==> config.mk <==
export PLATFORM = sky130hd
export DESIGN_NAME = fetch_unit_flat
export DESIGN_NICKNAME = d
export VERILOG_FILES = /design/src/rtl/fetch_unit_if.sv /design/src/rtl/fetch_unit.sv /design/src/flat_wrapper.sv
export SDC_FILE = /design/constraint.sdc
export NUM_CORES = 1
export LEC_CHECK = 0
export ABC_CLOCK_PERIOD_IN_PS = 3700
export CORE_UTILIZATION = 29
export DETAILED_ROUTE_END_ITERATION = 12
export PLACE_DENSITY_LB_ADDON = 0.12
export SYNTH_ARGS = -nofsm -noshare
export SYNTH_HDL_FRONTEND = slang
export SYNTH_SLANG_ARGS = --single-unit
==> constraint.sdc <==
create_clock -name clk -period 3.7 [get_ports clk]
set_clock_uncertainty 0.2 [all_clocks]
set_input_delay 0.925 -clock clk [delete_from_list [all_inputs] [get_ports clk]]
set_output_delay 0.925 -clock clk [all_outputs]
set_load 0.1 [all_outputs]
==> src/rtl/fetch_unit_if.sv <==
// fetch_unit_if: instruction-memory handshake, pipeline control and decoded
// instruction fields exchanged between the fetch stage and its environment.
interface fetch_unit_if #(
  parameter int unsigned ADDR_W = 20
);
  logic              imem_req;
  logic [ADDR_W-1:0] imem_addr;
  logic              imem_ack;
  logic [15:0]       imem_rdata;
  logic              stall;
  logic              redirect;
  logic [31:0]       redirect_addr;
  logic              inst_valid;
  logic [31:0]       Next_inst_addr;
  logic [4:0]        opcode;
  logic [2:0]        Rs;
  logic [2:0]        Rd;
  logic [4:0]        shmnt;
  logic [15:0]       imm;

  // Fetch stage side
  modport master (
    output imem_req, imem_addr, inst_valid, Next_inst_addr,
           opcode, Rs, Rd, shmnt, imm,
    input  imem_ack, imem_rdata, stall, redirect, redirect_addr
  );

  // Memory / pipeline side
  modport slave (
    input  imem_req, imem_addr, inst_valid, Next_inst_addr,
           opcode, Rs, Rd, shmnt, imm,
    output imem_ack, imem_rdata, stall, redirect, redirect_addr
  );
endinterface

==> src/rtl/fetch_unit.sv <==
// fetch_unit: owns the PC, fetches one- or two-word instructions over a
// req/ack memory port and presents one decoded instruction at a time.
// Optional feature macro: FETCH_RESET_VECTOR_EN loads the start PC from
// memory words 0 (high half) and 1 (low half) after reset.
module fetch_unit #(
  parameter int unsigned ADDR_W   = 20,
  parameter logic [31:0] RESET_PC = 32'h0000_0000
) (
  input  logic         clk,
  input  logic         rst,
  fetch_unit_if.master bus
);

  typedef enum logic [2:0] {
`ifdef FETCH_RESET_VECTOR_EN
    ST_VEC_HI,
    ST_VEC_LO,
`endif
    ST_FETCH1,
    ST_FETCH2,
    ST_PRESENT
  } state_e;

`ifdef FETCH_RESET_VECTOR_EN
  localparam state_e      ST_FIRST = ST_VEC_HI;
  localparam logic [31:0] PC_INIT  = 32'h0000_0000;
`else
  localparam state_e      ST_FIRST = ST_FETCH1;
  localparam logic [31:0] PC_INIT  = RESET_PC;
`endif

  state_e            state_q, state_d;
  logic [31:0]       pc_q, pc_d;
  logic [31:0]       next_q, next_d;
  logic              req_q, req_d;
  logic [ADDR_W-1:0] addr_q, addr_d;
  logic              valid_q, valid_d;
  logic [4:0]        opcode_q, opcode_d;
  logic [2:0]        rs_q, rs_d;
  logic [2:0]        rd_q, rd_d;
  logic [4:0]        sh_q, sh_d;
  logic [15:0]       imm_q, imm_d;

  logic ack_ok;
  logic two_word;
  logic vec_busy;

  // An ack only counts against a request we are actually driving
  assign ack_ok   = req_q & bus.imem_ack;
  assign two_word = (bus.imem_rdata[15:14] == 2'b11);

`ifdef FETCH_RESET_VECTOR_EN
  assign vec_busy = (state_q == ST_VEC_HI) || (state_q == ST_VEC_LO);
`else
  assign vec_busy = 1'b0;
`endif

  // Next-state, PC/field updates, and registered request/address decode
  always_comb begin
    state_d  = state_q;
    pc_d     = pc_q;
    next_d   = next_q;
    valid_d  = valid_q;
    opcode_d = opcode_q;
    rs_d     = rs_q;
    rd_d     = rd_q;
    sh_d     = sh_q;
    imm_d    = imm_q;
    req_d    = 1'b0;
    addr_d   = addr_q;

    if (bus.redirect && !vec_busy) begin
      // Redirect drops whatever is in flight, including a same-cycle ack
      pc_d    = bus.redirect_addr;
      valid_d = 1'b0;
      state_d = ST_FETCH1;
    end else begin
      case (state_q)
`ifdef FETCH_RESET_VECTOR_EN
        ST_VEC_HI: begin
          if (ack_ok) begin
            pc_d[31:16] = bus.imem_rdata;
            state_d     = ST_VEC_LO;
          end
        end
        ST_VEC_LO: begin
          if (ack_ok) begin
            pc_d[15:0] = bus.imem_rdata;
            state_d    = ST_FETCH1;
          end
        end
`endif
        ST_FETCH1: begin
          if (ack_ok) begin
            opcode_d = bus.imem_rdata[15:11];
            rs_d     = bus.imem_rdata[10:8];
            rd_d     = bus.imem_rdata[7:5];
            sh_d     = bus.imem_rdata[4:0];
            next_d   = pc_q + (two_word ? 32'd2 : 32'd1);
            if (two_word) begin
              state_d = ST_FETCH2;
            end else begin
              imm_d   = 16'h0000;
              valid_d = 1'b1;
              state_d = ST_PRESENT;
            end
          end
        end
        ST_FETCH2: begin
          if (ack_ok) begin
            imm_d   = bus.imem_rdata;
            valid_d = 1'b1;
            state_d = ST_PRESENT;
          end
        end
        ST_PRESENT: begin
          if (!bus.stall) begin
            pc_d    = next_q;
            valid_d = 1'b0;
            state_d = ST_FETCH1;
          end
        end
        default: state_d = ST_FIRST;
      endcase
    end

    // Request/address are registered from the state being entered
    case (state_d)
`ifdef FETCH_RESET_VECTOR_EN
      ST_VEC_HI: begin
        req_d  = 1'b1;
        addr_d = '0;
      end
      ST_VEC_LO: begin
        req_d  = 1'b1;
        addr_d = ADDR_W'(1);
      end
`endif
      ST_FETCH1: begin
        req_d  = 1'b1;
        addr_d = pc_d[ADDR_W-1:0];
      end
      ST_FETCH2: begin
        req_d  = 1'b1;
        addr_d = ADDR_W'(pc_d + 32'd1);
      end
      default: begin
        req_d  = 1'b0;
        addr_d = addr_q;
      end
    endcase
  end

  // State and output registers with synchronous reset
  always_ff @(posedge clk) begin
    if (rst) begin
      state_q  <= ST_FIRST;
      pc_q     <= PC_INIT;
      next_q   <= 32'h0000_0000;
      req_q    <= 1'b0;
      addr_q   <= '0;
      valid_q  <= 1'b0;
      opcode_q <= 5'h00;
      rs_q     <= 3'h0;
      rd_q     <= 3'h0;
      sh_q     <= 5'h00;
      imm_q    <= 16'h0000;
    end else begin
      state_q  <= state_d;
      pc_q     <= pc_d;
      next_q   <= next_d;
      req_q    <= req_d;
      addr_q   <= addr_d;
      valid_q  <= valid_d;
      opcode_q <= opcode_d;
      rs_q     <= rs_d;
      rd_q     <= rd_d;
      sh_q     <= sh_d;
      imm_q    <= imm_d;
    end
  end

  assign bus.imem_req       = req_q;
  assign bus.imem_addr      = addr_q;
  assign bus.inst_valid     = valid_q;
  assign bus.Next_inst_addr = next_q;
  assign bus.opcode         = opcode_q;
  assign bus.Rs             = rs_q;
  assign bus.Rd             = rd_q;
  assign bus.shmnt          = sh_q;
  assign bus.imm            = imm_q;

endmodule

==> src/flat_wrapper.sv <==
// flat-port wrapper written by rule: the top's interface ports become plain ports
module fetch_unit_flat 
#(
  parameter int unsigned ADDR_W   = 20,
  parameter logic [31:0] RESET_PC = 32'h0000_0000
)
  (clk, rst, bus_imem_req, bus_imem_addr, bus_inst_valid, bus_Next_inst_addr, bus_opcode, bus_Rs, bus_Rd, bus_shmnt, bus_imm, bus_imem_ack, bus_imem_rdata, bus_stall, bus_redirect, bus_redirect_addr);
  fetch_unit_if #(.ADDR_W(ADDR_W)) bus_i ();
  input  logic clk;
  input  logic rst;
  output wire logic [$bits(bus_i.imem_req)-1:0] bus_imem_req;
  output wire logic [$bits(bus_i.imem_addr)-1:0] bus_imem_addr;
  output wire logic [$bits(bus_i.inst_valid)-1:0] bus_inst_valid;
  output wire logic [$bits(bus_i.Next_inst_addr)-1:0] bus_Next_inst_addr;
  output wire logic [$bits(bus_i.opcode)-1:0] bus_opcode;
  output wire logic [$bits(bus_i.Rs)-1:0] bus_Rs;
  output wire logic [$bits(bus_i.Rd)-1:0] bus_Rd;
  output wire logic [$bits(bus_i.shmnt)-1:0] bus_shmnt;
  output wire logic [$bits(bus_i.imm)-1:0] bus_imm;
  input wire logic [$bits(bus_i.imem_ack)-1:0] bus_imem_ack;
  input wire logic [$bits(bus_i.imem_rdata)-1:0] bus_imem_rdata;
  input wire logic [$bits(bus_i.stall)-1:0] bus_stall;
  input wire logic [$bits(bus_i.redirect)-1:0] bus_redirect;
  input wire logic [$bits(bus_i.redirect_addr)-1:0] bus_redirect_addr;
  assign bus_imem_req = bus_i.imem_req;
  assign bus_imem_addr = bus_i.imem_addr;
  assign bus_inst_valid = bus_i.inst_valid;
  assign bus_Next_inst_addr = bus_i.Next_inst_addr;
  assign bus_opcode = bus_i.opcode;
  assign bus_Rs = bus_i.Rs;
  assign bus_Rd = bus_i.Rd;
  assign bus_shmnt = bus_i.shmnt;
  assign bus_imm = bus_i.imm;
  assign bus_i.imem_ack = bus_imem_ack;
  assign bus_i.imem_rdata = bus_imem_rdata;
  assign bus_i.stall = bus_stall;
  assign bus_i.redirect = bus_redirect;
  assign bus_i.redirect_addr = bus_redirect_addr;
  fetch_unit #(.ADDR_W(ADDR_W), .RESET_PC(RESET_PC)) u_core (.clk(clk), .rst(rst), .bus(bus_i));
endmodule
==> results_dict.tcl <==
set metrics [dict create \
    dpl_cell_area_um2 7500 \
    place_ws_ns -0.160 \
    start_util 0.298 \
    grtUsageTotal 0.182 \
    rows 51 \
    cts_buffer_depth 2 \
    yosysUniqueCellTypes 54 \
    die_x_um 144 \
    fill_cells 2020 \
    synth.largest_area_cell "dfxtp_1" \
    wl_per_cell_um 16.0 \
    netlist_area_um2 5840 \
    drc 0 \
    criticalPathCategory "in2reg" \
    max_freq_ghz 0.292 \
    relSlewSlack 0.298 \
    synth_edf_count 0 \
    diodes 0 \
    cap_violations 0 \
    dieArea_um2 20700 \
    root_buffer "clkbuf_16" \
    cp-start-kind "input pin" \
    fin_tns_setup_ns 0 \
    grt_pass1_vias 5456 \
    grt_pass1_wl_um 28800 \
    vias_per_cell 4.94 \
    power.density_nw_per_um2 440 \
    postCtsSetupBuffers 0 \
    setup_viol 0 \
    worstMarginPinSlew_ns 1.05 \
    critPathMaxFanout 6 \
    ctsResizeCount 0 \
    htreeDepth 4 \
    cts_tree "yes" \
    wirelength_um 18200 \
    grt_start_max_net_pins 88 \
    status "completed" \
    vdd_ir_drop_max_mv 0.300 \
    endpoint_kind "flip-flop" \
    drtIter0Drc 224 \
    cts_hold_buf 0 \
    syn_inst 701 \
    report.final.hold_viol_count 0 \
    syn_area_per_cell_um2 8.33 \
    hp-class "reg2reg" \
    critPathMaxStageDelay_ns 0.55 \
    gp_congestion 0.865 \
    portBuffers 138 \
    syn-num-nets 758 \
    drt_pass1_iterations 4 \
    rsz0062_at_grt "no" \
    clock_latency_ns 0.42 \
    synthTopCellsByArea "dfxtp_1 (41%), nor2_1 (7.1%), mux2i_1 (6.0%)" \
    worstPathRequired_ns 3.83 \
    dr_total_vias 5592 \
    core_area_um2 19600 \
    dp_hpwl_um 13100 \
    cp_cell_sequence "clkdlybuf4s50_1 -> nand2_1 -> ha_1 -> inv_1 -> fa_1 -> or4_1 -> nor3_2 -> buf_4 -> nand4_1 -> xor2_1 -> a211oi_1" \
    grt_antenna_before_repair 1 \
    critical_path.top_delay_family "simple AND/OR/NAND/NOR gates" \
    areaGrowthSynthToFinish_pct 37.6 \
    drive_above_1_share 0.221 \
    ys_ff_latch 121 \
    synthArstFlopShare 0 \
    ant_nets 0 \
    design.portCount 139 \
    design_area_um2 8040 \
    path_clk_slew_ns 0.06 \
    numCtsBuffers 17 \
    p_total_mw 3.53 \
    critPathSlowestCell "or4_1" \
    die_y_um 144 \
    cts_sinks 121 \
    synth_top_area_share 0.415 \
    layout_setup_ws_ns 0.277 \
    p_leak_nw 3.04 \
    grt_remaining_overflow 0 \
    period_minus_slack_ns 3.42 \
    cp_data_arrival_time_ns 3.56 \
    path_buf_inv 3 \
    final_nets 912 \
    slew_viol_final 0 \
    fin_crit_sh 0.925 \
    synthFlopType "dfxtp_1" \
    ys_warn_count 0 \
    synth.yosys.seq_area_share 0.415 \
]
==> layout make-up <==
type | instances | area [µm²] | area share
tap | 265 | 332 | 0.0413
timing repair buffer | 182 | 1530 | 0.190
multi-input combinational | 526 | 3190 | 0.397
sequential | 121 | 2420 | 0.301
clock inverter | 13 | 98.8 | 0.0123
inverter | 7 | 26.3 | 0.00327
clock buffer | 19 | 443 | 0.0551
==> through the flow <==
step                 util  cells  hold WS (ns)
floorplan               -    701         0.353
global placement    0.383   1101         0.241
detailed placement  0.383   1101         0.246
CTS                 0.410   1133         0.254
global route        0.410   1133         0.277
finish              0.410   1133         0.252
==> Yosys cell counts, types with 2 or more instances <==
| cell type | count |
|---|---|
| nand4_1 | 16 |
| a2bb2oi_1 | 3 |
| buf_1 | 7 |
| buf_2 | 4 |
| a21oi_1 | 58 |
| dfxtp_1 | 121 |
| nand3_1 | 34 |
| nor4_1 | 5 |
| a21o_2 | 3 |
| inv_1 | 6 |
| and2_1 | 4 |
| clkbuf_1 | 32 |
| buf_6 | 2 |
| mux2_2 | 4 |
| nor2b_1 | 7 |
| and3_1 | 10 |
| a211oi_1 | 37 |
| xor2_1 | 23 |
| o21ai_0 | 9 |
| a311oi_1 | 9 |
| o21a_1 | 4 |
| nor3_1 | 12 |
| nor3_2 | 2 |
| xnor2_1 | 15 |
| nand2_1 | 85 |
| nor2_1 | 110 |
| mux2i_1 | 35 |
| or3_1 | 4 |
| and4_1 | 4 |
| a21o_1 | 4 |
| ha_1 | 3 |
| nand3b_1 | 2 |
| a31o_2 | 5 |
| nor4_4 | 2 |
==> layer usage <==
layer / share of wire / GRT usage / up-vias
met5: 0.00072 / 0 / -
met4: 0.019 / 0.0733 / 2
met3: 0.048 / 0.0370 / 29
met2: 0.47 / 0.302 / 154
met1: 0.46 / 0.228 / 2623
li1: - / - / 2784
==> power by group <==
group | switching [mW] | leakage [nW] | internal [mW]
clock | 0.639 | 0.260 | 0.876
sequential | 0.0521 | 0.989 | 1.36
combinational | 0.414 | 1.79 | 0.195
total | 1.10 | 3.04 | 2.43
==> registers in the layout (all words and copies together) (netlist names) <==
signal                     flops
u_core.bus.opcode              5
u_core.bus.imm                16
u_core.bus.Rd                  3
u_core.state_q                 3
u_core.bus.inst_valid          1
u_core.bus.Rs                  3
u_core.bus.imem_addr          20
u_core.bus.imem_req            1
u_core.bus.shmnt               5
u_core.bus.Next_inst_addr     32
u_core.pc_q                   32
==> tightest hold or removal path: stages (launching register included) <==
cell,delay (ns)
dfxtp_1,0.31
nand2_1,0.05
a21oi_1,0.05
==> worst paths after layout <==
| check | from | to | slack, ns | depth (start not counted) |
|---|---|---|---|---|
| worst max-delay path | bus_imem_rdata[14] | u_core.bus.Next_inst_addr[30] | 0.28 | 11 |
| worst min-delay path | u_core.bus.imm[4] | u_core.bus.imm[4] | 0.25 | 2 |
| worst max register to register | u_core.state_q[2] | u_core.bus.imem_addr[8] | 0.90 | 12 |
| worst min register to register | u_core.bus.imm[4] | u_core.bus.imm[4] | 0.25 | 2 |
==> cells in the final DEF, fill, tap and decap left out, types with 4 or more instances in the layout <==
master | synthesis | routed
and3_1 | 10 | 10
inv_1 | 6 | 6
a311oi_1 | 9 | 9
xor2_1 | 23 | 23
nand3_1 | 34 | 34
nor2b_1 | 7 | 7
xnor2_1 | 15 | 15
nor3_2 | 2 | 4
or3_1 | 4 | 4
buf_4 | 1 | 128
a31o_2 | 5 | 5
and2_1 | 4 | 4
and4_1 | 4 | 4
clkinv_4 | 0 | 5
clkdlybuf4s50_1 | 0 | 50
mux2i_1 | 35 | 35
a21o_1 | 4 | 4
mux2_2 | 4 | 4
nor4_1 | 5 | 5
nor2_1 | 110 | 110
o21a_1 | 4 | 4
nand2_1 | 85 | 85
a211oi_1 | 37 | 37
nand4_1 | 16 | 16
dfxtp_1 | 121 | 121
clkbuf_16 | 0 | 17
nor3_1 | 12 | 10
o21ai_0 | 9 | 9
a21oi_1 | 58 | 58
==> logic make-up after synthesis <==
logic type               Yosys count  share of synthesized area
AO/OA/AOI/OAI                    137                      0.154
XOR/XNOR                          38                     0.0570
adder cells (fa/ha/maj)            4                    0.00986
buffers and inverters             54                     0.0407
flip-flops                       121                      0.415
multiplexers                      41                     0.0741
other                              1                   0.000642
AND/OR/NAND/NOR                  305                      0.248
Note: power is estimated with default switching activity, not from simulation.
